$ cat src/rtl/matrix_arb_requester.sv
// rtl/matrix_arb_requester.sv - per-channel job queues feeding a matrix arbiter
// Raises req for every non-empty queue and issues the granted head one cycle after a legal grant.
module matrix_arb_requester #(
    parameter int N     = 3,
    parameter int DEPTH = 4,
    parameter int W     = 8,
    localparam int CW   = (N > 1) ? $clog2(N) : 1,
    localparam int PW   = $clog2(DEPTH),
    localparam int CNTW = PW + 1
) (
    input  logic          clk,
    input  logic          rst,
    input  logic          push_valid,
    input  logic [CW-1:0] push_ch,
    input  logic [W-1:0]  push_data,
    output logic          push_ready,
    output logic [N-1:0]  req,
    input  logic [N-1:0]  gnt,
    input  logic          valid_gnt,
    output logic          out_valid,
    output logic [CW-1:0] out_ch,
    output logic [W-1:0]  out_data,
    output logic          err_gnt
);

    logic [W-1:0]    mem    [N][DEPTH];
    logic [PW-1:0]   rd_ptr [N];
    logic [PW-1:0]   wr_ptr [N];
    logic [CNTW-1:0] count  [N];

    logic          ch_ok;
    logic          gnt_onehot;
    logic [CW-1:0] gnt_idx;
    logic          pop_go;
    logic          push_go;
    logic [N-1:0]  pop_sel;
    logic [N-1:0]  push_sel;

    always_comb begin
        req = '0;
        for (int i = 0; i < N; i++) begin
            req[i] = (count[i] != '0);
        end
    end

    always_comb begin
        ch_ok      = (int'(push_ch) < N);
        push_ready = 1'b0;
        if (ch_ok) begin
            push_ready = (count[push_ch] != CNTW'(DEPTH));
        end

        gnt_onehot = (gnt != '0) && ((gnt & (gnt - N'(1))) == '0);
        gnt_idx    = '0;
        for (int i = 0; i < N; i++) begin
            if (gnt[i]) begin
                gnt_idx = CW'(i);
            end
        end
        pop_go  = valid_gnt && gnt_onehot && ((gnt & req) != '0);
        pop_sel = pop_go ? gnt : '0;

        // A full queue still accepts a push when its head leaves in the same cycle.
        push_go  = push_valid && ch_ok && (push_ready || pop_sel[push_ch]);
        push_sel = '0;
        if (push_go) begin
            push_sel[push_ch] = 1'b1;
        end
    end

    always_ff @(posedge clk) begin
        if (push_go) begin
            mem[push_ch][wr_ptr[push_ch]] <= push_data;
        end
    end

    always_ff @(posedge clk or posedge rst) begin
        if (rst) begin
            for (int i = 0; i < N; i++) begin
                rd_ptr[i] <= '0;
                wr_ptr[i] <= '0;
                count[i]  <= '0;
            end
            out_valid <= 1'b0;
            out_ch    <= '0;
            out_data  <= '0;
            err_gnt   <= 1'b0;
        end else begin
            for (int i = 0; i < N; i++) begin
                if (push_sel[i]) begin
                    wr_ptr[i] <= wr_ptr[i] + PW'(1);
                end
                if (pop_sel[i]) begin
                    rd_ptr[i] <= rd_ptr[i] + PW'(1);
                end
                case ({push_sel[i], pop_sel[i]})
                    2'b10:   count[i] <= count[i] + CNTW'(1);
                    2'b01:   count[i] <= count[i] - CNTW'(1);
                    default: count[i] <= count[i];
                endcase
            end
            out_valid <= pop_go;
            err_gnt   <= valid_gnt && !pop_go;
            if (pop_go) begin
                out_ch   <= gnt_idx;
                out_data <= mem[gnt_idx][rd_ptr[gnt_idx]];
            end
        end
    end

endmodule

$ cat config.mk
export PLATFORM = sky130hd
export DESIGN_NAME = matrix_arb_requester
export DESIGN_NICKNAME = d
export VERILOG_FILES = /design/src/rtl/matrix_arb_requester.sv
export SDC_FILE = /design/constraint.sdc
export NUM_CORES = 1
export LEC_CHECK = 0
export ABC_AREA = 1
export BUFFER_PORTS_ARGS = -buffer_cell sky130_fd_sc_hd__buf_4
export CORE_MARGIN = 10
export CORE_UTILIZATION = 45
export CTS_CLUSTER_SIZE = 40
export DETAILED_ROUTE_END_ITERATION = 16
export GPL_TIMING_DRIVEN = 0
export SYNTH_ARGS = -nofsm -noshare
export SYNTH_HDL_FRONTEND = slang
export SYNTH_SLANG_ARGS = --single-unit
$ cat constraint.sdc
create_clock -name clk -period 2.65 [get_ports clk]
set_input_delay 0.3975 -clock clk [delete_from_list [all_inputs] [get_ports clk]]
set_output_delay 0.3975 -clock clk [all_outputs]
set_load 0.01 [all_outputs]
==> impl_metrics.json, run 1 <==
{
  "run_status": "finished, final reports clean",
  "worst_path_most_repeated_cell": "nand2_1",
  "mappedNetlistArea_um2": 5600,
  "path_depth": 15,
  "crit-reg2reg-launch": "count[0]$_DFFE_PP0P_",
  "nets": 582,
  "timing.final.max_slew_violations": 0,
  "cp_max_fo": 4,
  "synth_top_cells_by_area": "edfxtp_1 51%, dfrtp_1 15%, nand2_1 9.0%, a21oi_1 6.0%, nand3_1 2.2%",
  "synthDominantCellAreaShare_pct": 51.5,
  "drt.antenna.violating_nets": 0,
  "post_synth_adder_cell_area_pct": 1.74,
  "ctsRootBufferMaster": "clkbuf_16",
  "grt_antenna_before_repair": 0,
  "chipWidth_um": 132,
  "synth-compound-area-share_pct": 8.42,
  "min_path_type": "input port to async pin",
  "post_synth.cell_area_avg_um2": 11.0,
  "globalRoute.totalOverflow": 0,
  "final_period_minus_worst_setup_slack_ns": 2.38,
  "avgRoutedWirePerCell_um": 17.5,
  "design.portCount": 33,
  "grt_start_max_net_pins": 34,
  "drt-initial-drc-count": 276,
  "detail_route.first_pass.iterations": 5,
  "drive_above_1_share_pct": 18.8,
  "maxSlewHeadroom_pct": 44.2,
  "setup.worst_path.end": "count[5]$_DFFE_PP0P_",
  "cts.path.max_buffers": 2,
  "synth.net_count": 531,
  "final_min_period_over_clock_period_pct": 89.9,
  "via_count_of_the_first_global_routing_pass": 3820,
  "worst_setup_path_end_kind": "flip-flop",
  "cts_inserted_buffers": 17,
  "synthSimpleGateAreaFrac_pct": 17.1,
  "synth_area_leader_cell": "edfxtp_1",
  "count_of_hold_buffers_inserted_by_post_cts_repair": 0,
  "rrSetupSlack_ns": 0.27,
  "core_area_um2": 12100,
  "totalWireLength_um": 13000,
  "post_drt_via_cell_ratio": 5.16,
  "worst-path-buf-inv": 2,
  "synth.yosys.seq_area_share_pct": 66.2,
  "via_count": 3808,
  "maximum_level_of_the_cts_h_tree": 4,
  "ys_types": 34,
  "multiplexer_fraction_of_the_synthesized_cell_area_pct": 0,
  "layout_commonest_cell": "nand2_1",
  "vdd_drop_max_uv": 418,
  "post_cts_buffers": 0,
  "largest_family_of_logic_cells_by_synthesized_area": "simple AND/OR/NAND/NOR gates",
  "route.detailed.drc": 0,
  "cts_tree": "yes",
  "post-dp-hpwl_um": 8790,
  "finalSetupViolCount": 0,
  "die-area_um2": 17300,
  "cts_sinks": 129,
  "grt_first_pass_wirelength_um": 20700,
  "gpl.final_weighted_congestion": 0.826,
  "critical_path_cell_with_the_highest_stage_delay": "dfrtp_1",
  "tightestPinTransition_ns": 0.834,
  "yosys_register_bits": 129,
  "capture_point_of_the_worst_reg_to_reg_path": "count[5]$_DFFE_PP0P_",
  "most_frequent_cells_in_the_layout": "135 x nand2_1, 96 x edfxtp_1, 66 x a21oi_1, 33 x dfrtp_1, 32 x buf_4",
  "worstPathCellList": "nor2_2 -> nand2_1 -> nand2_1 -> nand3_2 -> nand4_1 -> nand2_1 -> inv_2 -> nand2_4 -> nand3_1 -> ha_1 -> inv_1 -> fa_1 -> a21oi_1 -> o21ai_0 -> xor2_1",
  "timing.clock.skew_ns": 0.00717,
  "diodes": 0,
  "final_hold_viol_count": 0,
  "cts.reportedPaths.clkPinSlew_ns": 0.06,
  "achievable_frequency_mhz": 420,
  "post_dp_cell_area_um2": 6050,
  "crit_family": "simple AND/OR/NAND/NOR gates",
  "ys_warn_count": 0,
  "initial_utilization_pct": 46.2,
  "critPathRequiredTime_ns": 2.94,
  "slowest_delay_ns": 0.41,
  "timing.hold.ws_ns": 0.118,
  "rows": 40,
  "leakage_uw": 0.00263,
  "die-height_um": 132,
  "power.density_nw_per_um2": 934,
  "area_delta_synth_final_pct": 19.1,
  "worst-r2r-cell-count": 15,
  "syn_inst": 508,
  "maxCapViolations": 0,
  "globalRouteTotalUtil_pct": 15.2,
  "timing_worst_setup_path_type": "flip-flop to flip-flop",
  "critPathArrivalTime_ns": 2.67,
  "synthXorXnorAreaFrac_pct": 2.35,
  "kind_of_start_point_of_the_critical_path": "flip-flop",
  "portBuffers": 32,
  "worst_setup_path_startpoint": "count[0]$_DFFE_PP0P_",
  "clk_latency_ns": 0.41,
  "post_route_cell_area_um2": 6670
}
-- routing by layer --
metal	global-route usage, %	routed length [um]
met1	19.7	5910
met2	24.2	6260
met3	3.62	591
met4	5.62	193
met5	0	0
-- cells in the mapped netlist --
master	n
nor2_4	2
or2_2	1
nand3b_4	1
o211ai_1	1
nand3_1	25
o21ai_2	1
nor2_1	28
nand2_4	2
edfxtp_1	96
o21ai_1	1
dfrtp_1	33
xor2_1	12
ha_1	3
a22oi_1	1
clkinv_2	1
nand4_1	9
and2_1	1
a21oi_1	67
nand2_1	135
buf_6	2
buf_1	4
xnor2_1	3
fa_1	3
a21boi_0	1
buf_2	13
nand3_2	2
inv_1	25
nand2_2	4
nor3_2	3
o21ai_0	10
a31oi_1	8
inv_2	7
nor2_2	2
inv_4	1
-- cell type report --
| cell class | instances | area (um2) |
|---|---|---|
| Buffer | 19 | 103 |
| Clock buffer | 18 | 429 |
| Clock inverter | 12 | 168 |
| Fill cell | 1090 | 5440 |
| Inverter | 34 | 131 |
| Multi-Input combinational cell | 326 | 1680 |
| Sequential cell | 129 | 3710 |
| Tap cell | 168 | 210 |
| Timing Repair Buffer | 32 | 240 |
-- cells by family after synthesis --
logic type	count (synthesis)
xor+xnor	15
simple gates	215
buf+inv	53
fa+ha+maj	6
compound gates	90
flops	129
-- registers in the layout, indices dropped and copies added (netlist names) --
name       cells
mem           96
count          9
out_data       8
rd_ptr         6
wr_ptr         6
out_ch         2
err_gnt        1
out_valid      1
-- worst min-delay path by stage --
stage / to / cells past startpoint
5_1_grt: out_ch[1]$_DFFE_PP0N_ / 2
3_3_place_gp: rd_ptr[0]$_DFFE_PP0P_ / 1
4_1_cts: err_gnt$_DFF_PP0_ / 3
2_1_floorplan: rd_ptr[5]$_DFFE_PP0P_ / 1
3_5_place_dp: rd_ptr[5]$_DFFE_PP0P_ / 1
6_report: rd_ptr[2]$_DFFE_PP0P_ / 2
-- stage by stage --
| stage | cells | power, uW | worst slack, ns | util, % | setup TNS [ns] |
|---|---|---|---|---|---|
| final | 738 | 6230 | 0.269 | 55.1 | 0 |
| after global routing | 738 | 6540 | -0.0108 | 55.1 | -0.0108 |
| after CTS | 738 | 6260 | 0.148 | 54.9 | 0 |
| after floorplan | 508 | 3420 | 0.397 | - | 0 |
| after detailed placement | 708 | 3890 | 0.116 | 50.0 | 0 |
| after global placement | 708 | 3840 | 0.137 | 50.0 | 0 |
-- report_power, final --
group | switching, uW | internal [uW] | total, uW
Sequential | 198 | 2440 | 2640
Clock | 815 | 1550 | 2370
Combinational | 744 | 479 | 1220
-- worst register-to-register path, stage by stage, from the launching register on --
cell and delay (ns):
dfrtp_1 0.41, nor2_2 0.14, nand2_1 0.10, nand2_1 0.08
nand3_2 0.12, nand4_1 0.10, nand2_1 0.06, inv_2 0.07
nand2_4 0.06, nand3_1 0.12, ha_1 0.17, inv_1 0.07
fa_1 0.38, a21oi_1 0.14, o21ai_0 0.11, xor2_1 0.15
-- timing repair --
item | 4_1_cts | 5_1_grt
setup endpoints to repair | 0 | 3
gates resized for setup | 0 | 5
hold endpoints to repair | 0 | 0
(Power assumes the default switching activity.)
==> inputs of run 2 (changes only) <==
--- a/config.mk
+++ b/config.mk
@@ -6,7 +6,7 @@
 export NUM_CORES = 1
 export LEC_CHECK = 0
 export ABC_AREA = 1
-export BUFFER_PORTS_ARGS = -buffer_cell sky130_fd_sc_hd__buf_4
+export BUFFER_PORTS_ARGS = -buffer_cell sky130_fd_sc_hd__clkbuf_2
 export CORE_MARGIN = 10
 export CORE_UTILIZATION = 45
 export CTS_CLUSTER_SIZE = 40
==> constraint.sdc (replaced) <==
create_clock -name clk -period 2.1 [get_ports clk]
set_input_delay 0.315 -clock clk [delete_from_list [all_inputs] [get_ports clk]]
set_output_delay 0.315 -clock clk [all_outputs]
set_load 0.01 [all_outputs]
==> run 2 against run 1 <==
  * The flow now finishes with violations (setup timing)
  * Utilization is 2.4 points higher
  * Setup slack got worse by 0.39 ns
  * Hold slack lost 0.11 ns
  * Critical endpoint is now count[2]$_DFFE_PP0P_
  * Sequential share of layout area decreased by 2.3 points
  * Largest power group unchanged
  * Register-to-register slack got worse by 0.39 ns
  * Die area unchanged
  * Global-route usage is 0.39 points higher
  * Combinational power up 47%
  * Design area rose by 4.4%
  * Critical path type unchanged
  * Critical path depth is the same
  * Cell count grew 2.7%
==> impl_metrics.json, run 2 (synthesis results as in run 1) <==
{
  "run_status": "complete, but fails checks",
  "failing_checks": "setup timing",
  "timing.final.max_slew_violations": 0,
  "grt_start_max_net_pins": 34,
  "post_route_core_utilization_pct": 57.5,
  "largest_register_ff_count": 96,
  "critical_path_cell_with_the_highest_stage_delay": "dfrtp_1",
  "via_count": 3911,
  "cts.reportedPaths.clkPinSlew_ns": 0.05,
  "critPathArrivalTime_ns": 2.52,
  "final_period_minus_worst_setup_slack_ns": 2.23,
  "design.portCount": 33,
  "nets": 600,
  "globalRoute.totalOverflow": 0,
  "slowest_delay_ns": 0.39,
  "cts_tree": "yes",
  "fin_total_pwr_uw": 7900,
  "post-dp-hpwl_um": 8620,
  "maxSlewHeadroom_pct": 51.0,
  "gpl.final_weighted_congestion": 0.849,
  "ctsRootBufferMaster": "clkbuf_16",
  "portBuffers": 32,
  "maximum_level_of_the_cts_h_tree": 4,
  "timing.final.ws_setup_ns": -0.125,
  "worst_path_most_repeated_cell": "nand2_1",
  "initial_utilization_pct": 46.2,
  "grt_antenna_before_repair": 0,
  "cts.path.max_buffers": 2,
  "worst-r2r-cell-count": 15,
  "post_drt_via_cell_ratio": 5.16,
  "worstPathCellList": "nor2_2 -> nand2_1 -> nand2_1 -> nand3_2 -> nand4_1 -> nand2_1 -> inv_2 -> nand2_4 -> nand3_4 -> ha_4 -> inv_4 -> fa_2 -> a21oi_2 -> o21ai_2 -> xor2_1",
  "core_area_um2": 12100,
  "kind_of_start_point_of_the_critical_path": "flip-flop",
  "critPathRequiredTime_ns": 2.40,
  "power.density_nw_per_um2": 1130,
  "final_hold_viol_count": 0,
  "crit_family": "simple AND/OR/NAND/NOR gates",
  "grt_first_pass_wirelength_um": 21000,
  "die-area_um2": 17300,
  "layout_commonest_cell": "nand2_1",
  "diodes": 0,
  "instances_no_fill": 758,
  "timing.hold.ws_ns": 0.00462,
  "timing.clock.skew_ns": 0.00606,
  "drt.antenna.violating_nets": 0,
  "detail_route.first_pass.iterations": 4,
  "finalSetupViolCount": 4,
  "drive_above_1_share_pct": 25.9,
  "clk_latency_ns": 0.42,
  "final_min_period_over_clock_period_pct": 106,
  "worst-path-buf-inv": 2,
  "worst_setup_path_end_kind": "flip-flop",
  "avgRoutedWirePerCell_um": 17.5,
  "path_depth": 15,
  "route.detailed.drc": 0,
  "tightestPinTransition_ns": 0.734,
  "achievable_frequency_mhz": 449,
  "dp_cells": 708,
  "cts_inserted_buffers": 17,
  "cts_sinks": 129,
  "area_delta_synth_final_pct": 24.3,
  "rsz0062_at_grt": "yes",
  "vdd_drop_max_uv": 841,
  "leakage_uw": 0.00270,
  "timing_worst_setup_path_type": "flip-flop to flip-flop",
  "maxCapViolations": 0,
  "setup_tns_ns": -0.390,
  "most_frequent_cells_in_the_layout": "135 x nand2_1, 96 x edfxtp_1, 64 x a21oi_1, 33 x dfrtp_1, 31 x clkbuf_2",
  "cp_max_fo": 4,
  "drt-initial-drc-count": 236,
  "via_count_of_the_first_global_routing_pass": 3981,
  "rows": 40,
  "globalRouteTotalUtil_pct": 15.6,
  "min_path_type": "input port to async pin",
  "die-height_um": 132,
  "chipWidth_um": 132,
  "totalWireLength_um": 13300
}
-- run 2: changes by cell type in the layout (fill, tap and decap cells not counted), moves of 4 or more --
cell      change
buf_4        -17
o21ai_2       +4
inv_1         -6
clkbuf_1      +6
o21ai_0       -7
nor2_4       +10
nor2_1       -12
nand3_4       +5
clkbuf_2     +31
-- run 2: metrics by stage --
stage          setup slack [ns]  cell area, um2
2_1_floorplan           -0.0176            5650
3_3_place_gp             -0.406            6020
3_5_place_dp             -0.436            6020
4_1_cts                 -0.0951            6790
5_1_grt                  -0.309            6960
6_report                 -0.125            6960
-- run 2: report_power, final --
group	switching, uW	total (uW)	internal [uW]
clock network	1010	2770	1760
registers	251	3330	3080
logic	1080	1790	718
total	2340	7900	5570
-- run 2: repair_timing --
item,CTS,global route
endpoints found under the setup margin,102,95
hold endpoints to repair,0,0
setup buffers,15,5
pin swaps,6,8
gates resized for setup,33,28
hold buffers,0,0
-- run 2: final timing paths --
path,slack [ns],start,to
setup / recovery,-0.13,count[1]$_DFFE_PP0P_,count[2]$_DFFE_PP0P_
hold / removal,0.005,rst,count[0]$_DFFE_PP0P_
setup reg to reg,-0.13,count[1]$_DFFE_PP0P_,count[2]$_DFFE_PP0P_
hold reg to reg,0.46,rd_ptr[5]$_DFFE_PP0P_,rd_ptr[5]$_DFFE_PP0P_
max in group asynchronous,1.62,rst,count[6]$_DFFE_PP0P_
min in group clk,0.11,valid_gnt,err_gnt$_DFF_PP0_
-- run 2: cell type report --
class | count | area, um2
repair buffers | 50 | 339
flip-flops and latches | 129 | 3710
plain buffers | 19 | 103
clock inverters | 7 | 85.1
fillers | 1033 | 5150
well taps | 168 | 210
multi-input cells | 326 | 1910
inverters | 34 | 144
clock buffers | 25 | 465
-- run 2: layer usage --
layer	routed length (um)	vias to the layer above	track usage, %	part of all wire [%]
li1	-	1882	-	-
met2	6470	99	24.9	49
met5	0	-	0	0
met1	6010	1910	19.9	45
met3	578	20	4.23	4.3
met4	229	0	5.50	1.7
-- run 2: worst reg2reg max path, delay by kind of cell (launching register included) --
kind / cells / cell delay, ns
AO/OA/AOI/OAI: 2 / 0.22
XOR/XNOR: 1 / 0.14
adder cells (fa/ha/maj): 2 / 0.51
buffers and inverters: 2 / 0.10
flip-flops: 1 / 0.39
AND/OR/NAND/NOR: 8 / 0.74
==> inputs of run 3 (changes only) <==
--- a/config.mk
+++ b/config.mk
@@ -12,6 +12,7 @@
 export CTS_CLUSTER_SIZE = 40
 export DETAILED_ROUTE_END_ITERATION = 16
 export GPL_TIMING_DRIVEN = 0
+export SETUP_SLACK_MARGIN = 0.2
 export SYNTH_ARGS = -nofsm -noshare
 export SYNTH_HDL_FRONTEND = slang
 export SYNTH_SLANG_ARGS = --single-unit
==> run 3 against run 2 <==
  * The run still ends with setup timing left
  * Total power is 1.9% higher
  * Cell count rose by 2.2%
  * Routed wire length is 3.5% higher
  * Largest power group unchanged
  * Die area is the same
  * Non-clock buffer count grew 18
  * Largest cell class unchanged
  * Via count up 2.2%
  * Sequential power barely moved
==> impl_metrics.json, run 3 (synthesis results as in run 1) <==
{
  "run_status": "complete, but fails checks",
  "failing_checks": "setup timing",
  "vdd_drop_max_uv": 532,
  "largest_register_ff_count": 96,
  "tightestPinTransition_ns": 0.749,
  "leakage_uw": 0.00280,
  "cts.reportedPaths.clkPinSlew_ns": 0.06,
  "cts.path.max_buffers": 2,
  "met2_wirelength_um": 6850,
  "post_drt_via_cell_ratio": 5.16,
  "grt_first_pass_wirelength_um": 21300,
  "timing.final.ws_setup_ns": -0.176,
  "nets": 618,
  "cp_max_fo": 2,
  "timing.final.max_slew_violations": 0,
  "timing.clock.skew_ns": 0.00836,
  "kind_of_start_point_of_the_critical_path": "flip-flop",
  "min_path_type": "input port to async pin",
  "post_dp_cell_area_um2": 6070,
  "wl_met1_um": 6110,
  "fillerInstances": 1007,
  "diodes": 0,
  "drt.antenna.violating_nets": 0,
  "route.met3.wl_um": 554,
  "chipWidth_um": 132,
  "initial_utilization_pct": 46.2,
  "detail_route.first_pass.iterations": 7,
  "maxSlewHeadroom_pct": 50.0,
  "rows": 40,
  "globalRoute.totalOverflow": 0,
  "cts_tree": "yes",
  "clk_latency_ns": 0.41,
  "design.portCount": 33,
  "via_count": 3996,
  "maxCapViolations": 0,
  "rsz0062_at_grt": "yes",
  "drt-initial-drc-count": 310,
  "post_route_cell_area_um2": 7150,
  "critPathRequiredTime_ns": 1.78,
  "via_count_of_the_first_global_routing_pass": 4081,
  "cts_sinks": 129,
  "core_area_um2": 12100,
  "post_route_core_utilization_pct": 59.0,
  "gpl.final_weighted_congestion": 0.906,
  "route.detailed.drc": 0,
  "portBuffers": 32,
  "ctsRootBufferMaster": "clkbuf_16",
  "finalSetupViolCount": 86,
  "final_min_period_over_clock_period_pct": 108,
  "drive_above_1_share_pct": 29.5,
  "critPathArrivalTime_ns": 1.96,
  "power.density_nw_per_um2": 1130,
  "grt_antenna_before_repair": 0,
  "die-area_um2": 17300,
  "route.top_layer_used": "met4",
  "cts_inserted_buffers": 17,
  "globalRouteTotalUtil_pct": 15.6,
  "totalWireLength_um": 13800,
  "layout_commonest_cell": "nand2_1",
  "fin_total_pwr_uw": 8050,
  "grt_start_max_net_pins": 34,
  "achievable_frequency_mhz": 439,
  "timing_worst_setup_path_type": "flip-flop to output pin",
  "avgRoutedWirePerCell_um": 17.7,
  "die-height_um": 132,
  "final_period_minus_worst_setup_slack_ns": 2.28,
  "maximum_level_of_the_cts_h_tree": 4,
  "worst_setup_path_end_kind": "output pin",
  "area_delta_synth_final_pct": 27.6,
  "post-dp-hpwl_um": 8650,
  "most_frequent_cells_in_the_layout": "128 x nand2_1, 96 x edfxtp_1, 64 x a21oi_1, 33 x dfrtp_1, 31 x clkbuf_2",
  "final_hold_viol_count": 0
}
==> run 3: what timing repair did <==
item | CTS | global route
pin swaps | 16 | 15
setup endpoints to repair | 103 | 109
buffers inserted | 25 | 11
hold buffers | 0 | 0
resized for setup | 41 | 15
==> run 3: layer usage <==
metal  GRT usage, %  vias up
li1               -     1924
met1           20.1     1958
met2           25.0       92
met3           3.54       22
met4           6.00        0
met5              0        -
==> run 3: where the power goes <==
| group | switching (uW) | leakage (uW) | internal (uW) |
|---|---|---|---|
| sequential | 244 | 0.00125 | 3080 |
| combinational | 1180 | 0.00129 | 915 |
| clock | 1040 | 0.000254 | 1590 |
| total | 2460 | 0.00280 | 5590 |
==> run 3: final cells by class <==
type                       count  area [um2]  area share, %
buffer                        19         111           1.56
clock buffer                  18         429           6.00
clock inverter                13        97.6           1.37
inverter                      34         139           1.94
multi-input combinational    326        1930           27.0
sequential                   129        3710           51.9
tap                          168         210           2.94
timing repair buffer          68         522           7.30
==> run 3: stage by stage <==
stage	setup slack, ns	TNS (ns)	std cells	hold slack, ns
after floorplan	-0.0173	-0.0173	508	0.414
after global routing	-0.333	-19.16	775	0.0796
after CTS	-0.0985	-0.743	764	0.103
after detailed placement	-0.349	-18.51	708	0.457
final	-0.176	-5.67	775	0.0194
after global placement	-0.333	-18.79	708	0.455
==> run 3: worst paths after layout <==
path | start | endpoint | slack (ns) | cells past startpoint
max | count[7]$_DFFE_PP0P_ | req[0] | -0.18 | 10
min | rst | rd_ptr[4]$_DFFE_PP0P_ | 0.02 | 2
max reg2reg | count[1]$_DFFE_PP0P_ | count[8]$_DFFE_PP0P_ | -0.17 | 15
min reg2reg | rd_ptr[5]$_DFFE_PP0P_ | rd_ptr[5]$_DFFE_PP0P_ | 0.47 | 1
max in group asynchronous | rst | out_data[2]$_DFFE_PP0N_ | 1.60 | 2
min in group clk | valid_gnt | err_gnt$_DFF_PP0_ | 0.11 | 3
==> run 3: critical path, stage by stage, from the launching register on <==
cell and delay (ns):
dfrtp_1 0.39, nor2_2 0.15, nand2_2 0.09, buf_4 0.14, buf_6 0.10, buf_4 0.12, buf_4 0.12, buf_4 0.13
buf_6 0.10, buf_6 0.10, buf_6 0.11
